<file path="config.mk">
export PLATFORM = sky130hd
export DESIGN_NAME = sw_debounce
export DESIGN_NICKNAME = d
export VERILOG_FILES = /design/src/rtl/sw_debounce.sv
export SDC_FILE = /design/constraint.sdc
export NUM_CORES = 1
export LEC_CHECK = 0
export BUFFER_PORTS_ARGS = -buffer_cell sky130_fd_sc_hd__buf_4
export CORE_ASPECT_RATIO = 1.2
export CORE_MARGIN = 10
export CORE_UTILIZATION = 35
export CTS_BUF_LIST = sky130_fd_sc_hd__clkbuf_4 sky130_fd_sc_hd__clkbuf_8 sky130_fd_sc_hd__clkbuf_16
export DETAILED_ROUTE_END_ITERATION = 12
export PLACE_DENSITY = 0.62
export SKIP_LAST_GASP = 1
export SLEW_MARGIN = 10
export SYNTH_ARGS = -nofsm -noshare
export SYNTH_HDL_FRONTEND = slang
export SYNTH_SLANG_ARGS = --single-unit
</file>
<file path="constraint.sdc">
create_clock -name clock -period 2.3 [get_ports clock]
set_clock_uncertainty 0.05 [all_clocks]
set_input_delay 0.115 -clock clock [delete_from_list [all_inputs] [get_ports clock]]
set_output_delay 0.115 -clock clock [all_outputs]
set_load 0.02 [all_outputs]
</file>
<file path="src/rtl/sw_debounce.sv">
// Slide-switch debouncer for an 8-bit switch bank.
// The raw switches are synchronised and then sampled on a slow prescaler tick.
// A new value is accepted only after it has been seen on STABLE_TICKS
// consecutive ticks following the tick that captured it. The accepted byte
// drives two 4-bit operands. A one-cycle pulse marks every real change.
module sw_debounce #(
  parameter int DIV_BITS     = 17,
  parameter int STABLE_TICKS = 4
) (
  input  logic       clock,
  input  logic       reset,
  input  logic [7:0] sw_raw,
  output logic [3:0] a_out,
  output logic [3:0] b_out,
  output logic       changed,
  output logic       settled
);

  localparam logic [0:0] STABLE   = 1'b0;
  localparam logic [0:0] SETTLING = 1'b1;

  // The final candidate count. Reaching it on a matching tick means the
  // candidate has been seen on STABLE_TICKS further ticks after its capture.
  localparam logic [3:0] LAST_CNT = 4'(STABLE_TICKS - 1);

  logic [7:0]          sync1_reg;
  logic [7:0]          sync2_reg;
  logic [DIV_BITS-1:0] presc_reg;
  logic                tick;

  logic [0:0] state_reg, state_next;
  logic [7:0] cand_reg,  cand_next;
  logic [3:0] cnt_reg,   cnt_next;
  logic [7:0] acc_reg,   acc_next;
  logic       changed_reg, changed_next;

  // Two-flop synchroniser. sync2 is the only copy of the switches used later.
  always_ff @(posedge clock or negedge reset) begin
    if (!reset) begin
      sync1_reg <= 8'h00;
      sync2_reg <= 8'h00;
    end else begin
      sync1_reg <= sw_raw;
      sync2_reg <= sync1_reg;
    end
  end

  // Free-running prescaler. It wraps naturally at 2^DIV_BITS.
  always_ff @(posedge clock or negedge reset) begin
    if (!reset) begin
      presc_reg <= '0;
    end else begin
      presc_reg <= presc_reg + 1'b1;
    end
  end

  // Tick is asserted in the last cycle of each prescaler period.
  assign tick = &presc_reg;

  // Next-state logic. Nothing moves except on a tick.
  always_comb begin
    state_next   = state_reg;
    cand_next    = cand_reg;
    cnt_next     = cnt_reg;
    acc_next     = acc_reg;
    changed_next = 1'b0;
    if (tick) begin
      case (state_reg)
        STABLE: begin
          if (sync2_reg != cand_reg) begin
            cand_next  = sync2_reg;
            cnt_next   = 4'd0;
            state_next = SETTLING;
          end
        end
        SETTLING: begin
          if (sync2_reg != cand_reg) begin
            // The switches bounced, so restart the count on the new sample.
            cand_next = sync2_reg;
            cnt_next  = 4'd0;
          end else if (cnt_reg == LAST_CNT) begin
            // Accept the candidate. Pulse only when the value really differs,
            // so a switch that bounced back to the old value stays silent.
            acc_next     = cand_reg;
            changed_next = (cand_reg != acc_reg);
            state_next   = STABLE;
          end else begin
            cnt_next = cnt_reg + 4'd1;
          end
        end
        default: begin
          state_next = STABLE;
        end
      endcase
    end
  end

  // State and datapath registers. changed is registered with acc, so the
  // pulse and the new operands appear in the same cycle.
  always_ff @(posedge clock or negedge reset) begin
    if (!reset) begin
      state_reg   <= STABLE;
      cand_reg    <= 8'h00;
      cnt_reg     <= 4'd0;
      acc_reg     <= 8'h00;
      changed_reg <= 1'b0;
    end else begin
      state_reg   <= state_next;
      cand_reg    <= cand_next;
      cnt_reg     <= cnt_next;
      acc_reg     <= acc_next;
      changed_reg <= changed_next;
    end
  end

  assign a_out   = acc_reg[3:0];
  assign b_out   = acc_reg[7:4];
  assign changed = changed_reg;
  assign settled = (state_reg == STABLE);

endmodule

</file>
======== Word-level counts from Yosys, hierarchy flattened ========
Index checks and enable logic that the tools add are counted.
Widths: inputs -> output; s select.
word-level totals
  register bits ........................... 55
  input bits .............................. 10
  output and inout bits ................... 10
operators by class
  add/sub/neg operators ................... 2
  equality and inequality tests ........... 5
  multiplexer cells ....................... 13
  bitwise operators ....................... 2
  reduce and logical (&&, ||, !) cells .... 4
operator list
  cell                   count
  $reduce_and 20->1      1
  $reduce_and 19->1      1
  $reduce_and 18->1      1
  $add 17x1->17 const B  1
  $reduce_and 17->1      1
  $ne 8x8->1             2
  $mux 4                 3
  $mux 8                 1
  $pmux 4 s2             1
  $mux 1                 7
  $add 4x1->4 const B    1
  $eq 4x2->1 const B     1
  $ne 3x3->1 const B     1
  $ne 2x1->1 const B     1
  $not 1->1              2
  $pmux 1 s2             1

======== Longest topological paths before layout ========
  depth after elaboration ................. 5
  mapped depth ............................ 7
  depth with buffers taken out ............ 7

======== Worst setup path after synthesis ========
Ideal clock, no wire load.
  path kind ............................... reg-to-reg
  start ................................... register cand_reg[5]
  end ..................................... register acc_reg[0]
  setup time .............................. 0.125 ns
  arrival time ............................ 1.959 ns
  path slack .............................. 0.166 ns
  stages on the path, launching flop included .. 7
  buffers on the path ..................... 1
  cells stage by stage .................... dfrtp_1 xor2_1 nor4_1 nand2_1 or4_1 buf_4 mux2_4
on the way
  cells in the longest elaborated chain, start to end .. 3
RTL lines
  item                                line  text
  start: declaration                  32    logic [7:0] cand_reg, cand_next;
  start signal: assignment            109   cand_reg <= cand_next;
  $ne 8x8->1                          77    if (sync2_reg != cand_reg) begin
  $not 1->1 (no source line)          n/a
  $reduce_and 20->1 (no source line)  n/a
  end signal: assignment              111   acc_reg <= acc_next;
  end: declaration                    34    logic [7:0] acc_reg, acc_next;
Every way passes these cells.
A chain may end at the register's enable or synchronous reset.

======== Worst setup path after layout ========
  start ................................... register cand_reg[0]
  end ..................................... register acc_reg[3]
Same word-level chain as after synthesis.

==> impl_metrics.ini <==
[die]
core_area_sq_um = 6128
die_height_um = 107.4
dieArea_sq_um = 9976
die_w_um = 92.86
rows = 31
initial_utilization = 0.3638
io-pin-count = 20

[worst_setup_path]
critPathLaunch = cand_reg[0]
max_stage_delay_ps = 490
path_delay_family = simple AND/OR/NAND/NOR gates
worstPathArrival_ps = 2310
r2r-start = cand_reg[0]
r2r_cells = 6
crit_type = reg2reg
critPathMaxFanout = 8
path_buf_inv = 1
cpMaxStageDelayCell = or4_4
path_cells = xor2_1, nor4_2, nand2_1, or4_4, buf_6, mux2_4
worstPathRequired_ps = 2450
path_depth = 6
end_kind = flip-flop
cp-start-kind = flip-flop

[clocking]
cts_num_sinks = 55
cts_tree = built
cts-root-buf = clkbuf_8
cts_buffers = 5
clk_pin_slew_worst_paths_ps = 100
cts_buffer_depth = 2
cts_max_level = 2
insertion_delay_ps = 310

[drt]
wl_per_cell_um = 13.84
drt_iter0_drc = 111
vias = 1373
first_pass_iters = 3
vias_per_cell = 4.702
drc = 0
antenna_left = 0
wl_um = 4042

[global_route]
grt-ovfl-total = 0
grt_pass1_wl_um = 6886
grt_pass1_vias = 1421
grtUsageTotal = 0.08682
antenna_found_initial = 0
grt_max_degree = 56

[sta]
finalMaxSlewViolations = 0
worstMarginPinSlew_ps = 669.0
slew-limit-headroom = 0.5540
fmax_mhz = 463.0
setup_viol = 0
period_minus_slack_ps = 2160
finalHoldViolations = 0
timing.final.crit_share = 0.9391
rsz0062_at_grt = no
fin_worst_hold_slack_ps = 308.9
setup_tns_ps = 0

[cells_and_area]
final_cell_area_sq_um = 2748
syn_to_final_growth_pct = 23.23
diodes = 0
drive_gt1_frac = 0.2762
largest_register_ffs = 17
fillCellCount = 591
nets = 222

[job]
cap_violations = 0

[synthesis]
ys_ff_latch = 55
syn_avg_cell_area_sq_um = 13.43
yosysUniqueCellTypes = 26
synth_top_flop_cell = dfrtp_1
syn_nets = 179
netlist_instances = 166
synth-edff-count = 0
synthArstFlopShare = 1.000
syn_area_sq_um = 2230
synth_warnings = 0
ys_seq_area_frac = 0.6173

[place]
place.gp.congestion = 0.7527
placed_cell_area_sq_um = 2520
dp_hpwl_um = 2806
io_buffers = 19

[power_and_ir_drop]
leakage_uw = 0.001337
ir_drop_uv = 422.6
powerDensity_nw_per_um2 = 579.1

[worst_hold_path]
holdCritPathClass = reg2reg
hp-start = sync1_reg[3]
whs_path_depth = 0

[outcome]
status = finished clean
cell type report:
| cell class | count | area, sq um | share of cell area |
|---|---|---|---|
| Sequential cell | 55 | 1378 | 0.5014 |
| Multi-Input combinational cell | 107 | 857.1 | 0.3119 |
| Clock buffer | 5 | 68.82 | 0.02505 |
| Clock inverter | 3 | 26.28 | 0.009563 |
| Inverter | 3 | 11.26 | 0.004098 |
| Tap cell | 82 | 102.6 | 0.03734 |
| Timing Repair Buffer | 37 | 304.0 | 0.1107 |
placed cells by master, fill, tap and decap left out:
master and instances:
a211oi_1 1, a21o_1 1, a21oi_1 1, a2bb2oi_1 2, and3_1 2, and4_1 1, buf_4 27, buf_6 1
clkbuf_8 5, clkinv_4 1, dfrtp_1 54, dfrtp_2 1, dlygate4sd3_1 9, ha_1 3, inv_1 3, inv_6 2
mux2_2 8, mux2_4 8, nand2_1 12, nand2b_1 1, nand3_1 10, nand4_1 6, nand4b_1 1, nor2_1 4
nor3b_1 1, nor4_1 4, nor4_2 3, o21ai_0 3, o31ai_1 3, or2_2 1, or4_4 1, xnor2_1 11
xor2_1 19
cell usage after synthesis, drive strengths merged, types with 2 or more instances:
cell type  instances  area (sq um)
ha                 3         37.54
mux2              16         210.2
nor2               4         15.01
nand4              6         37.54
and3               2         12.51
xor2              19         166.4
xnor2             11         96.34
nor4               7         43.79
inv                3         11.26
dfrtp             55          1376
o21ai              3         15.01
a2bb2oi            2         17.52
o31ai              3         22.52
nand2             12         45.04
nand3             10         50.05
repair_timing:
action / CTS / global route
setup endpoints to repair: 0 / 8
gates resized for setup: 0 / 6
endpoints found under the hold margin: 63 / 0
hold buffers: 9 / 0
setup buffers: 0 / 2
metrics by stage:
stage	cells	total power [uW]	worst slack, ps	utilization
floorplan	166	1010	166.1	-
global placement	273	1042	147.2	0.4112
detailed placement	273	1044	51.59	0.4112
CTS	290	1614	31.24	0.4414
global route	292	1656	11.28	0.4483
finish	292	1591	140.1	0.4483
layer usage:
metal	track usage	routed length (um)	up-vias
met2	0.1379	1896	16
met1	0.1049	1920	681
met5	0	0	-
met4	0.04636	100	0
li1	-	-	671
met3	0.02303	124	5
cells by family (layout without fill, tap and decap cells):
family | count (synthesis) | in the layout | share of synthesized area
adder cells (fa/ha/maj) | 3 | 3 | 0.01684
buffers and inverters | 4 | 48 | 0.008418
AO/OA/AOI/OAI | 11 | 11 | 0.03367
multiplexers | 16 | 16 | 0.09428
flip-flops | 55 | 55 | 0.6173
AND/OR/NAND/NOR | 47 | 47 | 0.1117
XOR/XNOR | 30 | 30 | 0.1178
power by group:
part	switching, uW	internal, uW
Clock	330	225
Sequential	6.50	980
Combinational	25.7	24.0
Total	362	1230
path summary, 6_finish.rpt:
kind,endpoint,slack (ps)
setup / recovery,acc_reg[3],140
hold / removal,sync2_reg[3],310
setup reg to reg,acc_reg[3],140
hold reg to reg,sync2_reg[3],310
max in group asynchronous,cand_reg[0],1410
min in group asynchronous,sync1_reg[1],320
Power figures use the tool's default switching activity.
